--- src/rtl/npu_result_collector_if.sv ---
// Byte-read port between the NPU core output FIFO and the result collector.
// RD_EN pops one byte; FIFO_DATA carries that byte on the following cycle.
interface npu_result_collector_if;
    logic [7:0] FIFO_DATA;
    logic       FIFO_EMPTY;
    logic       RD_EN;

    // Handshake: a byte moves when RD_EN is high at a rising clock edge.
    // RD_EN is only raised while FIFO_EMPTY is low, so EMPTY acts as !valid
    // and RD_EN as ready. The popped byte is presented on FIFO_DATA for the
    // whole next cycle and is sampled at the end of that cycle.
    modport master (
        output RD_EN,
        input  FIFO_DATA,
        input  FIFO_EMPTY
    );

    modport slave (
        input  RD_EN,
        output FIFO_DATA,
        output FIFO_EMPTY
    );
endinterface

--- src/rtl/npu_result_collector.sv ---
// Drains 2*NUM_CLASSES bytes from the NPU output FIFO, rebuilds little-endian
// signed 16-bit scores and keeps a streaming argmax of them.
module npu_result_collector #(
    parameter int NUM_CLASSES = 10,
    parameter int IDX_W       = 8
) (
    input  logic                    CLKEXT,
    input  logic                    RST,
    input  logic                    START,
    npu_result_collector_if.master  fifo,
    output logic                    BUSY,
    output logic                    DONE,
    output logic [15:0]             WORD_OUT,
    output logic                    WORD_VALID,
    output logic [IDX_W-1:0]        WORD_IDX,
    output logic [IDX_W-1:0]        CLASS_IDX,
    output logic [15:0]             CLASS_SCORE,
    output logic [1:0]              STATE_DBG
);

    localparam int                TOTAL_BYTES = 2 * NUM_CLASSES;
    localparam int                CNT_W       = $clog2(TOTAL_BYTES + 1);
    localparam logic [CNT_W-1:0]  TOTAL_C     = CNT_W'(TOTAL_BYTES);
    localparam logic [IDX_W-1:0]  LAST_WORD   = IDX_W'(NUM_CLASSES - 1);

    typedef enum logic [1:0] {
        S_IDLE   = 2'd0,
        S_READ   = 2'd1,
        S_FINISH = 2'd2
    } state_t;

    state_t            state;
    logic [CNT_W-1:0]  req_cnt;
    logic [IDX_W-1:0]  word_cnt;
    logic              phase;
    logic              rd_pend;
    logic [7:0]        low_byte;
    logic [15:0]       word;

    assign word = {fifo.FIFO_DATA, low_byte};

    // The request counter caps reads so surplus FIFO bytes stay for the next run.
    assign fifo.RD_EN = (state == S_READ) && !fifo.FIFO_EMPTY && (req_cnt < TOTAL_C);

    assign BUSY      = (state == S_READ);
    assign STATE_DBG = state;

    always_ff @(posedge CLKEXT or posedge RST) begin
        if (RST) begin
            state       <= S_IDLE;
            req_cnt     <= '0;
            word_cnt    <= '0;
            phase       <= 1'b0;
            rd_pend     <= 1'b0;
            low_byte    <= '0;
            DONE        <= 1'b0;
            WORD_OUT    <= '0;
            WORD_VALID  <= 1'b0;
            WORD_IDX    <= '0;
            CLASS_IDX   <= '0;
            CLASS_SCORE <= '0;
        end else begin
            WORD_VALID <= 1'b0;
            DONE       <= 1'b0;
            rd_pend    <= fifo.RD_EN;
            if (fifo.RD_EN) begin
                req_cnt <= req_cnt + 1'b1;
            end

            case (state)
                S_IDLE: begin
                    if (START) begin
                        state    <= S_READ;
                        req_cnt  <= '0;
                        word_cnt <= '0;
                        phase    <= 1'b0;
                        rd_pend  <= 1'b0;
                    end
                end

                S_READ: begin
                    if (rd_pend) begin
                        if (!phase) begin
                            low_byte <= fifo.FIFO_DATA;
                            phase    <= 1'b1;
                        end else begin
                            phase      <= 1'b0;
                            WORD_OUT   <= word;
                            WORD_VALID <= 1'b1;
                            WORD_IDX   <= word_cnt;
                            // Strict compare: on a tie the earlier class wins.
                            if ((word_cnt == '0) || ($signed(word) > $signed(CLASS_SCORE))) begin
                                CLASS_SCORE <= word;
                                CLASS_IDX   <= word_cnt;
                            end
                            word_cnt <= word_cnt + 1'b1;
                            if (word_cnt == LAST_WORD) begin
                                state <= S_FINISH;
                                DONE  <= 1'b1;
                            end
                        end
                    end
                end

                S_FINISH: begin
                    state <= S_IDLE;
                end

                default: begin
                    state <= S_IDLE;
                end
            endcase
        end
    end

endmodule

--- src/flat_wrapper.sv ---
// flat-port wrapper written by rule: the top's interface ports become plain ports
module npu_result_collector_flat 
#(
    parameter int NUM_CLASSES = 10,
    parameter int IDX_W       = 8
)
  (CLKEXT, RST, START, BUSY, DONE, WORD_OUT, WORD_VALID, WORD_IDX, CLASS_IDX, CLASS_SCORE, STATE_DBG, fifo_RD_EN, fifo_FIFO_DATA, fifo_FIFO_EMPTY);
  npu_result_collector_if fifo_i ();
  input  logic CLKEXT;
  input  logic RST;
  input  logic START;
  output logic BUSY;
  output logic DONE;
  output logic [15:0] WORD_OUT;
  output logic WORD_VALID;
  output logic [IDX_W-1:0] WORD_IDX;
  output logic [IDX_W-1:0] CLASS_IDX;
  output logic [15:0] CLASS_SCORE;
  output logic [1:0] STATE_DBG;
  output wire logic [$bits(fifo_i.RD_EN)-1:0] fifo_RD_EN;
  input wire logic [$bits(fifo_i.FIFO_DATA)-1:0] fifo_FIFO_DATA;
  input wire logic [$bits(fifo_i.FIFO_EMPTY)-1:0] fifo_FIFO_EMPTY;
  assign fifo_RD_EN = fifo_i.RD_EN;
  assign fifo_i.FIFO_DATA = fifo_FIFO_DATA;
  assign fifo_i.FIFO_EMPTY = fifo_FIFO_EMPTY;
  npu_result_collector #(.NUM_CLASSES(NUM_CLASSES), .IDX_W(IDX_W)) u_core (.CLKEXT(CLKEXT), .RST(RST), .START(START), .fifo(fifo_i), .BUSY(BUSY), .DONE(DONE), .WORD_OUT(WORD_OUT), .WORD_VALID(WORD_VALID), .WORD_IDX(WORD_IDX), .CLASS_IDX(CLASS_IDX), .CLASS_SCORE(CLASS_SCORE), .STATE_DBG(STATE_DBG));
endmodule
--- config.mk ---
export PLATFORM = sky130hd
export DESIGN_NAME = npu_result_collector_flat
export DESIGN_NICKNAME = d
export VERILOG_FILES = /design/src/rtl/npu_result_collector_if.sv /design/src/rtl/npu_result_collector.sv /design/src/flat_wrapper.sv
export SDC_FILE = /design/constraint.sdc
export NUM_CORES = 1
export LEC_CHECK = 0
export CORE_UTILIZATION = 35
export CTS_BUF_LIST = sky130_fd_sc_hd__clkbuf_4 sky130_fd_sc_hd__clkbuf_8
export DETAILED_ROUTE_END_ITERATION = 12
export GPL_TIMING_DRIVEN = 0
export PLACE_DENSITY = 0.58
export SYNTH_ARGS = -nofsm -noshare
export SYNTH_HDL_FRONTEND = slang
export SYNTH_SLANG_ARGS = --single-unit
--- constraint.sdc ---
create_clock -name CLKEXT -period 6 [get_ports CLKEXT]
set_input_delay 1.2 -clock CLKEXT [delete_from_list [all_inputs] [get_ports CLKEXT]]
set_output_delay 1.2 -clock CLKEXT [all_outputs]
set_load 0.02 [all_outputs]
==> impl_results.md <==
* Status: finished clean
* WL/cell at around 14 um
* EDFF count, synth at 0
* Htree depth at 3
* Post-DP HPWL at approximately 5.5 mm
* CTS tree: yes
* Clk pwr share at between 10% and 20%
* Gate power share at about half
* CP bufs+invs at 2
* Setup Skew at between 0.01 and 0.015 ns
* # IOs at 66
* Total track usage at 16.2%
* CTS buffer count at 9
* Setup crit start kind: input port
* Min cycle time layout at about 3.9 ns
* #FFs+latches synth at 75
* Cell taking the most area after synthesis: dfrtp_1
* Final-report max-slew violation count at 0
* NetSw at around 0.0010 W
* Number of max-cap violations at 0
* Slowest-stage cell, CP: clkdlybuf4s50_1
* Placed Instances at between 500 and 600
* First-pass GRT wire length at around 12 mm
* Fmax at roughly 0.25 GHz
* Pin count of the biggest net entering global routing at 52
* Initial DRC count at 43
* Gp weighted congestion at ~0.78
* Drt pass-1 iters at 4
* Non-Filler Instances at 539
* Top cells by count, synth: nand2_1, dfrtp_1, inv_1
* Max VDD drop at 0.000223 V
* Post-CTS setup buffers at 0
* Hold Vio Cnt, Final at 0
* Sw Share at roughly two fifths
* Seq pwr share at between 30% and 40%
* Post-CTS Resized at 0
* Synth unique cells at 40
* Area share of the largest cell type after synthesis at 53.9%
* Grt total ovfl at 0
* Fill count at between 900 and 1000
* Layout cells sized above 1 at 12.8%
* Clock transition at path regs at roughly 0.08 ns
* Clk Latency, worst-skew pair at 0.36 ns
* Mapped Area at approximately 3500 sq um
* Initial antenna violation count at 0
* Die ar. at between 10000 and 15000 sq um
* Via density at roughly 4.7
* Post-Syn Instances at 324
* Register area share after synthesis at between 50% and 60%
* Net count after synthesis at between 300 and 400
* Slew HR at a little over a third
* Synth Warn # at 0
* Root buf cell: clkbuf_8
* Cell Pwr Density at roughly 580 nW/um^2
* Hold Path Class: reg -> reg
* Crit Path Max Fanout at 6
* CP peak stage delay at between 0.6 and 0.7 ns
* IO buf count at 65
* Nets at around 430
* Vias in the first global route at 2453
* Cell Chain, Critical Path: clkdlybuf4s50_1, nor3_2, clkdlybuf4s50_1
* Starting Density at a little over a third
* Die Wd at just over 100 um
* Setup ws final at 2.08 ns
* Layout area overhead at 31.3%
* Core Region at 9730 sq um
* Drc violations at 0
* Fin Setup TNS at 0 ns
* Final period utilization at between 60% and 70%
* LEAKAGE at between 2 and 2.5 nW
* Clock buffer depth at 2
* Most common cell in the netlist: nand2_1
* Vias after detailed routing at 2507
* Final WL at approximately 7.6 mm
* Setup CP Type: in -> out
* Ys flop type: dfrtp_1
* Die height at 102 um
* Site Rows at 36
* Worst slack at placement at between 2 and 2.5 ns
* Setup crit end kind: primary output
* Async set-or-reset flop fraction in the synthesized netlist at 100%
* Setup Viol. Count Final at 0
* Most frequent CP cell: clkdlybuf4s50_1
* Slew @ Worst Pin at between 0.9 and 1 ns
* Worst path required time at about 4.8 ns
* Post-route ant nets at 0
* N_diodes at 0
* Int Pwr at approximately 0.0016 W
* RSZ-0062 raised after global routing: false
* Worst path top cell family by delay: buffers and inverters
* Average size of a mapped cell at about 11 sq um
* Clock sinks at 75
* Worst Path Arrival at roughly 2.7 ns
* Area contributors post-synth: dfrtp_1, nand2_1, ha_1
* Number of hold buffers added after CTS at 0
## cell type report
type	count	area, sq um	area share [%]
clock buffer	10	131	2.87
multi-input combinational	210	1440	31.5
inverter	29	111	2.44
sequential	75	1880	41.0
timing repair buffer	66	678	14.8
tap	133	166	3.64
clock inverter	6	113	2.46
buffer	10	53.8	1.18
## per-stage QoR
stage	instance area, sq um	power [W]	util, %	hold WS [ns]
floorplan	3480	0.00169	-	0.467
global placement	4300	0.00217	44.2	0.459
CTS	4570	0.00268	47.0	0.483
global route	4570	0.00285	47.0	0.500
detailed placement	4330	0.00219	44.5	0.464
finish	4570	0.00265	47.0	0.478
## layout by cell type (no fill, tap or decap), drive strengths merged
cell type,n
a211oi,1
a21o,2
a21oi,6
a22oi,1
a2bb2o,6
a41oi,2
and3,1
and4,1
buf,5
bufinv,3
clkbuf,16
clkdlybuf4s50,65
clkinv,3
dfrtp,75
ha,20
inv,29
mux2,25
mux2i,1
nand2,79
nand2b,3
nand3,7
nand4,5
nand4b,1
nor2,20
nor2b,1
nor3,4
nor3b,1
o21a,1
o21ai,8
o221a,1
o31ai,2
or4,1
or4b,1
xnor2,2
xor2,7
## routing by layer
layer / routed length, um / vias up / GRT usage [%]
met1: 3610 / 1218 / 21.3
met3: 326 / 9 / 3.73
met5: 0 / - / 0
li1: - / 1224 / -
met4: 97 / 0 / 5.35
met2: 3580 / 56 / 26.5
## tightest hold or removal path: stages (launching register included)
cell,delay (ns)
dfrtp_1,0.35
nand2_1,0.05
nand2_1,0.05
## flip-flops by register name, indices dropped and copies added (netlist names), 2 cells and up
name	cells
u_core.low_byte	8
u_core.WORD_IDX	8
u_core.WORD_OUT	16
u_core.CLASS_IDX	8
u_core.STATE_DBG	2
u_core.CLASS_SCORE	16
u_core.word_cnt	8
u_core.req_cnt	5
## path summary, 6_finish.rpt
kind,to,cells past startpoint,from,slack (ns)
min in group asynchronous,u_core.WORD_IDX[1]$_DFFE_PP0P_,2,RST,1.17
max in group asynchronous,u_core.CLASS_SCORE[6]$_DFFE_PP0P_,3,RST,4.27
hold reg to reg,u_core.WORD_OUT[8]$_DFFE_PP0P_,2,u_core.WORD_OUT[8]$_DFFE_PP0P_,0.48
setup / recovery,fifo_RD_EN,3,fifo_FIFO_EMPTY,2.08
setup reg to reg,u_core.CLASS_SCORE[7]$_DFFE_PP0P_,9,u_core.CLASS_SCORE[13]$_DFFE_PP0P_,3.52
hold / removal,u_core.WORD_OUT[8]$_DFFE_PP0P_,2,u_core.WORD_OUT[8]$_DFFE_PP0P_,0.48
## logic make-up (layout without fill, tap and decap cells)
group	Yosys count	in the layout	share of synthesized area [%]
flops	75	75	53.9
simple gates	125	125	16.0
fa+ha+maj	20	20	7.19
xor+xnor	9	9	2.26
compound gates	30	30	6.07
mux	26	26	9.88
buf+inv	39	121	4.67
## power groups by stage
stage | Combinational (W) | Sequential (W) | Clock (W)
after floorplan | 0.000648 | 0.00104 | 0
after global placement | 0.00127 | 0.000900 | 0
after detailed placement | 0.00129 | 0.000904 | 0
after CTS | 0.00129 | 0.000895 | 0.000487
after global routing | 0.00141 | 0.000923 | 0.000509
final | 0.00128 | 0.000891 | 0.000479
(Power assumes the default switching activity.)
